**config.mk**
```make
export PLATFORM = sky130hd
export DESIGN_NAME = div_ctrl
export DESIGN_NICKNAME = d
export VERILOG_FILES = /design/src/rtl/div_ctrl.sv
export SDC_FILE = /design/constraint.sdc
export NUM_CORES = 1
export LEC_CHECK = 0
export CAP_MARGIN = 5
export CORE_ASPECT_RATIO = 0.9
export CORE_MARGIN = 8
export CORE_UTILIZATION = 57
export CTS_CLUSTER_DIAMETER = 100
export DETAILED_ROUTE_END_ITERATION = 10
export PLACE_DENSITY = 0.9
export SYNTH_ARGS = -nofsm -noshare
export SYNTH_HDL_FRONTEND = slang
export SYNTH_SLANG_ARGS = --single-unit
export TNS_END_PERCENT = 20
```
**constraint.sdc**
```tcl
create_clock -name clk -period 3.2 [get_ports clk]
set_input_delay 0.64 -clock clk [delete_from_list [all_inputs] [get_ports clk]]
set_output_delay 0.64 -clock clk [all_outputs]
set_load 0.02 [all_outputs]
```
**src/rtl/div_ctrl.sv**
```systemverilog
// Multi-cycle 32-bit restoring divider (DIV/DIVU) with EX-stage sequencing control.
// Latency: 33 cycles accept->ready (2 for divide-by-zero); ready_o is a one-cycle pulse.
// Backpressure: stallreq_o holds the pipeline from accept until the ready cycle; annul_i aborts.
module div_ctrl #(
    parameter int DATA_W = 32
) (
    input  logic                clk,
    input  logic                rst,
    input  logic                start_i,
    input  logic                signed_i,
    input  logic [DATA_W-1:0]   opdata1_i,
    input  logic [DATA_W-1:0]   opdata2_i,
    input  logic                annul_i,
    output logic [2*DATA_W-1:0] result_o,
    output logic                ready_o,
    output logic                busy_o,
    output logic                stallreq_o
);

    typedef enum logic [1:0] {
        S_IDLE,
        S_DIVZERO,
        S_ON,
        S_END
    } state_t;

    localparam int              CNT_W    = $clog2(DATA_W);
    localparam logic [CNT_W-1:0] CNT_LAST = CNT_W'(DATA_W - 1);

    state_t              state_q, state_d;
    logic [CNT_W-1:0]    cnt_q, cnt_d;
    // {partial remainder, quotient}; bit 2*DATA_W is headroom for the shifted remainder
    logic [2*DATA_W:0]   acc_q, acc_d;
    logic [DATA_W-1:0]   dvs_q, dvs_d;
    logic                neg_quo_q, neg_quo_d;
    logic                neg_rem_q, neg_rem_d;
    logic [2*DATA_W-1:0] result_q, result_d;

    logic                accept;
    logic [DATA_W-1:0]   abs1, abs2;
    logic [DATA_W+1:0]   partial;
    logic [DATA_W+1:0]   diff;
    logic [2*DATA_W:0]   step_res;
    logic [DATA_W-1:0]   quo_raw, rem_raw;
    logic [2*DATA_W-1:0] fixed_res;

    assign accept = (state_q == S_IDLE) && start_i && !annul_i;

    // Operand magnitudes: the iterative core only ever divides unsigned values
    assign abs1 = (signed_i && opdata1_i[DATA_W-1]) ? -opdata1_i : opdata1_i;
    assign abs2 = (signed_i && opdata2_i[DATA_W-1]) ? -opdata2_i : opdata2_i;

    // One restoring step: shift in the next dividend bit, subtract if it fits
    assign partial  = acc_q[2*DATA_W:DATA_W-1];
    assign diff     = partial - {2'b00, dvs_q};
    assign step_res = diff[DATA_W+1] ? {acc_q[2*DATA_W-1:0], 1'b0}
                                     : {diff[DATA_W:0], acc_q[DATA_W-2:0], 1'b1};

    // Sign correction applied when the result is presented
    assign quo_raw   = acc_q[DATA_W-1:0];
    assign rem_raw   = acc_q[2*DATA_W-1:DATA_W];
    assign fixed_res = {(neg_rem_q ? -rem_raw : rem_raw),
                        (neg_quo_q ? -quo_raw : quo_raw)};

    // Next-state and datapath update
    always_comb begin
        state_d   = state_q;
        cnt_d     = cnt_q;
        acc_d     = acc_q;
        dvs_d     = dvs_q;
        neg_quo_d = neg_quo_q;
        neg_rem_d = neg_rem_q;
        result_d  = result_q;
        case (state_q)
            S_IDLE: begin
                if (accept) begin
                    dvs_d     = abs2;
                    acc_d     = {{(DATA_W+1){1'b0}}, abs1};
                    neg_quo_d = signed_i && (opdata1_i[DATA_W-1] ^ opdata2_i[DATA_W-1]);
                    neg_rem_d = signed_i && opdata1_i[DATA_W-1];
                    cnt_d     = '0;
                    state_d   = (opdata2_i == '0) ? S_DIVZERO : S_ON;
                end
            end
            S_DIVZERO: begin
                if (annul_i) begin
                    state_d = S_IDLE;
                end else begin
                    // Zero the datapath so the END correction yields an all-zero result
                    acc_d     = '0;
                    neg_quo_d = 1'b0;
                    neg_rem_d = 1'b0;
                    state_d   = S_END;
                end
            end
            S_ON: begin
                if (annul_i) begin
                    state_d = S_IDLE;
                end else begin
                    acc_d = step_res;
                    cnt_d = cnt_q + CNT_W'(1);
                    if (cnt_q == CNT_LAST) begin
                        state_d = S_END;
                    end
                end
            end
            S_END: begin
                result_d = fixed_res;
                state_d  = S_IDLE;
            end
            default: begin
                state_d = S_IDLE;
            end
        endcase
    end

    // State register with synchronous reset
    always_ff @(posedge clk) begin
        if (rst) begin
            state_q   <= S_IDLE;
            cnt_q     <= '0;
            acc_q     <= '0;
            dvs_q     <= '0;
            neg_quo_q <= 1'b0;
            neg_rem_q <= 1'b0;
            result_q  <= '0;
        end else begin
            state_q   <= state_d;
            cnt_q     <= cnt_d;
            acc_q     <= acc_d;
            dvs_q     <= dvs_d;
            neg_quo_q <= neg_quo_d;
            neg_rem_q <= neg_rem_d;
            result_q  <= result_d;
        end
    end

    // The corrected value is shown during the ready cycle and held afterwards
    assign ready_o    = (state_q == S_END);
    assign busy_o     = (state_q != S_IDLE);
    assign result_o   = ready_o ? fixed_res : result_q;
    assign stallreq_o = !rst && (accept ||
                        (((state_q == S_DIVZERO) || (state_q == S_ON)) && !annul_i));

endmodule

```
==> results.json <==
{
  "outcome": "complete, but fails checks",
  "violations": "setup timing",
  "drt_iter0_markers": 1528,
  "crit_chain": "or4_4 > nor4_4 > or3b_4 > or2_4 > nand2b_4 > o41ai_4 > xor2_1 > a21oi_1 > buf_4",
  "synth_edf_count": 0,
  "die_area_sq_um": 24000,
  "powerDensity_nw_per_um2": 697,
  "rr_startpoint": "acc_q[38]",
  "n_fill_cell": 1209,
  "fin_nets": 1776,
  "syn2layout_area_growth_pct": 34.7,
  "fin_crit_ps": 3760,
  "ys_types": 73,
  "root_buffer": "clkbuf_16",
  "place.gp.congestion": 0.938,
  "timing_worst_setup_path_type": "flip-flop to output port",
  "r2r_slack_ps": -270,
  "synth.yosys.seq_area_share": 0.310,
  "grt_overflow": 0,
  "finalSetupTns_ps": -9670,
  "slowest_delay_ps": 550,
  "relSlewSlack": 0.411,
  "diodes": 0,
  "grtUsageTotal": 0.288,
  "r2r_end": "result_q[62]",
  "rr_worst_depth": 17,
  "postPlaceCellArea_sq_um": 13500,
  "synth_cells": 1422,
  "fin_area_sq_um": 14800,
  "htree_levels": 4,
  "grt_max_degree": 79,
  "setup_ws_ps": -557,
  "wl_met1_um": 15900,
  "io_buffers": 135,
  "worstPathArrival_ps": 3120,
  "holdPathStages": 2,
  "post-synth-top-area-cell": "dfxtp_1",
  "ys.flop_type": "dfxtp_1",
  "synth_area_leaders": "dfxtp_1 (31%), xor2_1 (7.1%), a21oi_1 (6.4%)",
  "tightest_slew_ps": 884,
  "syn_area_sq_um": 11000,
  "fp.dieW_um": 162,
  "drc": 0,
  "ys_warn_count": 0,
  "routedWlPerCell_um": 20.1,
  "grt_pass1_wl_um": 56200,
  "final_layout_size_suffix_gt1_frac": 0.200,
  "slowest_stage": "or4_4",
  "yosysMostFrequentCell": "nor2_1",
  "rsz0062_at_grt": "yes",
  "max-cap-violations": 0,
  "finalHoldViolCount": 0,
  "leakage_nw": 6.24,
  "clk_pin_slew_ps": 70,
  "drv_slew": 0,
  "syn_nets": 1536,
  "vias_per_cell": 6.21,
  "max_freq_mhz": 266,
  "min_to": "dvs_q[31]",
  "clock_latency_ps": 450,
  "vias": 11939,
  "hold_class": "flip-flop to flip-flop",
  "cts_tree": "done",
  "cts_sinks": 170,
  "fin_crit_sh": 1.17,
  "cp-start-kind": "flip-flop",
  "ios": 136,
  "wl_met2_um": 17400,
  "synth-seq-cells": 170,
  "synth_top_area_share": 0.310,
  "cts_buffers": 17,
  "ir_drop_uv": 375,
  "antenna_found_initial": 0,
  "ys_top_cells_by_count": "nor2_1 (179), dfxtp_1 (170), a21oi_1 (141), nand2_1 (106), o21ai_0 (105)",
  "met3_length_um": 3970,
  "avgSynthCellArea_sq_um": 7.72,
  "clock-skew-final_ps": 9.47,
  "dr.pass1.iters": 5,
  "detailed_place_hpwl_um": 25100,
  "drt_wl_total_um": 38700,
  "setup_violations": 38,
  "hp-start": "dvs_q[31]",
  "clock_path_buffers": 2,
  "top_layer": "met4",
  "worstPathMaxFanout": 3,
  "rows": 48,
  "initial_core_util": 0.576,
  "async_reset_ff_frac": 0,
  "grt_pass1_vias": 11059,
  "endpoint_kind": "output port",
  "die_h_um": 148,
  "core-area_sq_um": 19000,
  "required_ps": 2560,
  "ant_nets": 0
}
## registers in the layout (all words and copies together) (netlist names)
name and count:
state_q 2, neg_rem_q 1, acc_q 65, result_q 64, cnt_q 5, neg_quo_q 1
dvs_q 32
## where the power goes
| part | switching [mW] | leakage, nW | internal [mW] | total [mW] |
|---|---|---|---|---|
| Clock | 0.945 | 0.284 | 1.16 | 2.11 |
| Sequential | 0.377 | 1.38 | 2.52 | 2.90 |
| Combinational | 3.09 | 4.57 | 2.21 | 5.30 |
## worst max-delay path: cells and delay by family (launching register included)
family          cells  cell delay [ps]
simple gates        5             1610
compound gates      2              450
buf+inv             1              180
flops               1              320
xor+xnor            1              120
## cells by family after synthesis
family / after synthesis / share of synthesized area
compound gates: 406 / 0.231
xor+xnor: 148 / 0.118
fa+ha+maj: 45 / 0.0520
buf+inv: 144 / 0.0495
flops: 170 / 0.310
mux: 28 / 0.0267
simple gates: 481 / 0.213
## how the worst max path moves through the flow
stage	startpoint	end	slack, ps	cells past startpoint
2_1_floorplan	acc_q[38]	result_o[62]	-50	8
6_report	acc_q[10]	result_o[29]	-560	9
4_1_cts	acc_q[10]	result_o[25]	-430	8
5_1_grt	acc_q[10]	result_o[29]	-650	9
3_5_place_dp	acc_q[38]	result_o[55]	-480	9
3_3_place_gp	acc_q[10]	result_o[29]	-390	9
## area by class of cell
class,count,area [sq um],share of cell area
Sequential cell,170,3410,0.230
Tap cell,250,313,0.0212
Multi-Input combinational cell,1108,7570,0.512
Clock buffer,17,425,0.0288
Timing Repair Buffer,299,2660,0.180
Clock inverter,14,160,0.0108
Inverter,66,248,0.0168
## metrics by stage
stage                     utilization  hold WS (ps)  setup WS, ps  power, mW  instances
after floorplan                     -           432         -47.7       5.72       1422
after global placement          0.711           443          -385       7.40       1877
after detailed placement        0.711           448          -476       7.58       1877
after CTS                       0.753           435          -427       9.74       1919
after global routing            0.776           450          -646       10.8       1924
final                           0.776           453          -557       10.3       1924
## layout by cell type (no fill, tap or decap), drive strengths merged, types with 5 or more instances in the layout
| master | netlist | layout |
|---|---|---|
| or4 | 10 | 10 |
| nand2b | 14 | 14 |
| nand3b | 7 | 7 |
| inv | 66 | 72 |
| buf | 7 | 199 |
| nor4 | 10 | 10 |
| dlymetal6s2s | 0 | 18 |
| clkdlybuf4s50 | 0 | 78 |
| a31oi | 9 | 9 |
| a221o | 12 | 12 |
| ha | 44 | 44 |
| xnor2 | 59 | 59 |
| nand2 | 106 | 106 |
| a21o | 12 | 12 |
| nor3 | 29 | 29 |
| o31ai | 26 | 26 |
| a221oi | 5 | 5 |
| nor2 | 179 | 179 |
| dfxtp | 170 | 170 |
| or2 | 5 | 5 |
| xor2 | 89 | 89 |
| nand4 | 9 | 9 |
| a21oi | 142 | 142 |
| nand3 | 14 | 14 |
| mux2i | 18 | 18 |
| a211oi | 32 | 32 |
| o21ai | 107 | 107 |
| and2 | 5 | 5 |
| o21bai | 5 | 5 |
| clkbuf | 71 | 21 |
| o41ai | 16 | 16 |
| mux2 | 10 | 10 |
| o21a | 6 | 6 |
| o221ai | 7 | 7 |
| or3 | 10 | 10 |
| nor2b | 69 | 69 |
## routing by layer
metal | vias up | track usage
met5 | - | 0
met4 | 0 | 0.101
met1 | 5552 | 0.383
met2 | 769 | 0.450
li1 | 5459 | -
met3 | 159 | 0.0626
## what timing repair did
| item | 4_1_cts | 5_1_grt |
|---|---|---|
| gates resized for setup | 138 | 176 |
| pin swaps | 24 | 41 |
| setup buffers | 11 | 6 |
| setup endpoints to repair | 50 | 94 |
| hold buffers | 0 | 0 |
(Power assumes the default switching activity.)
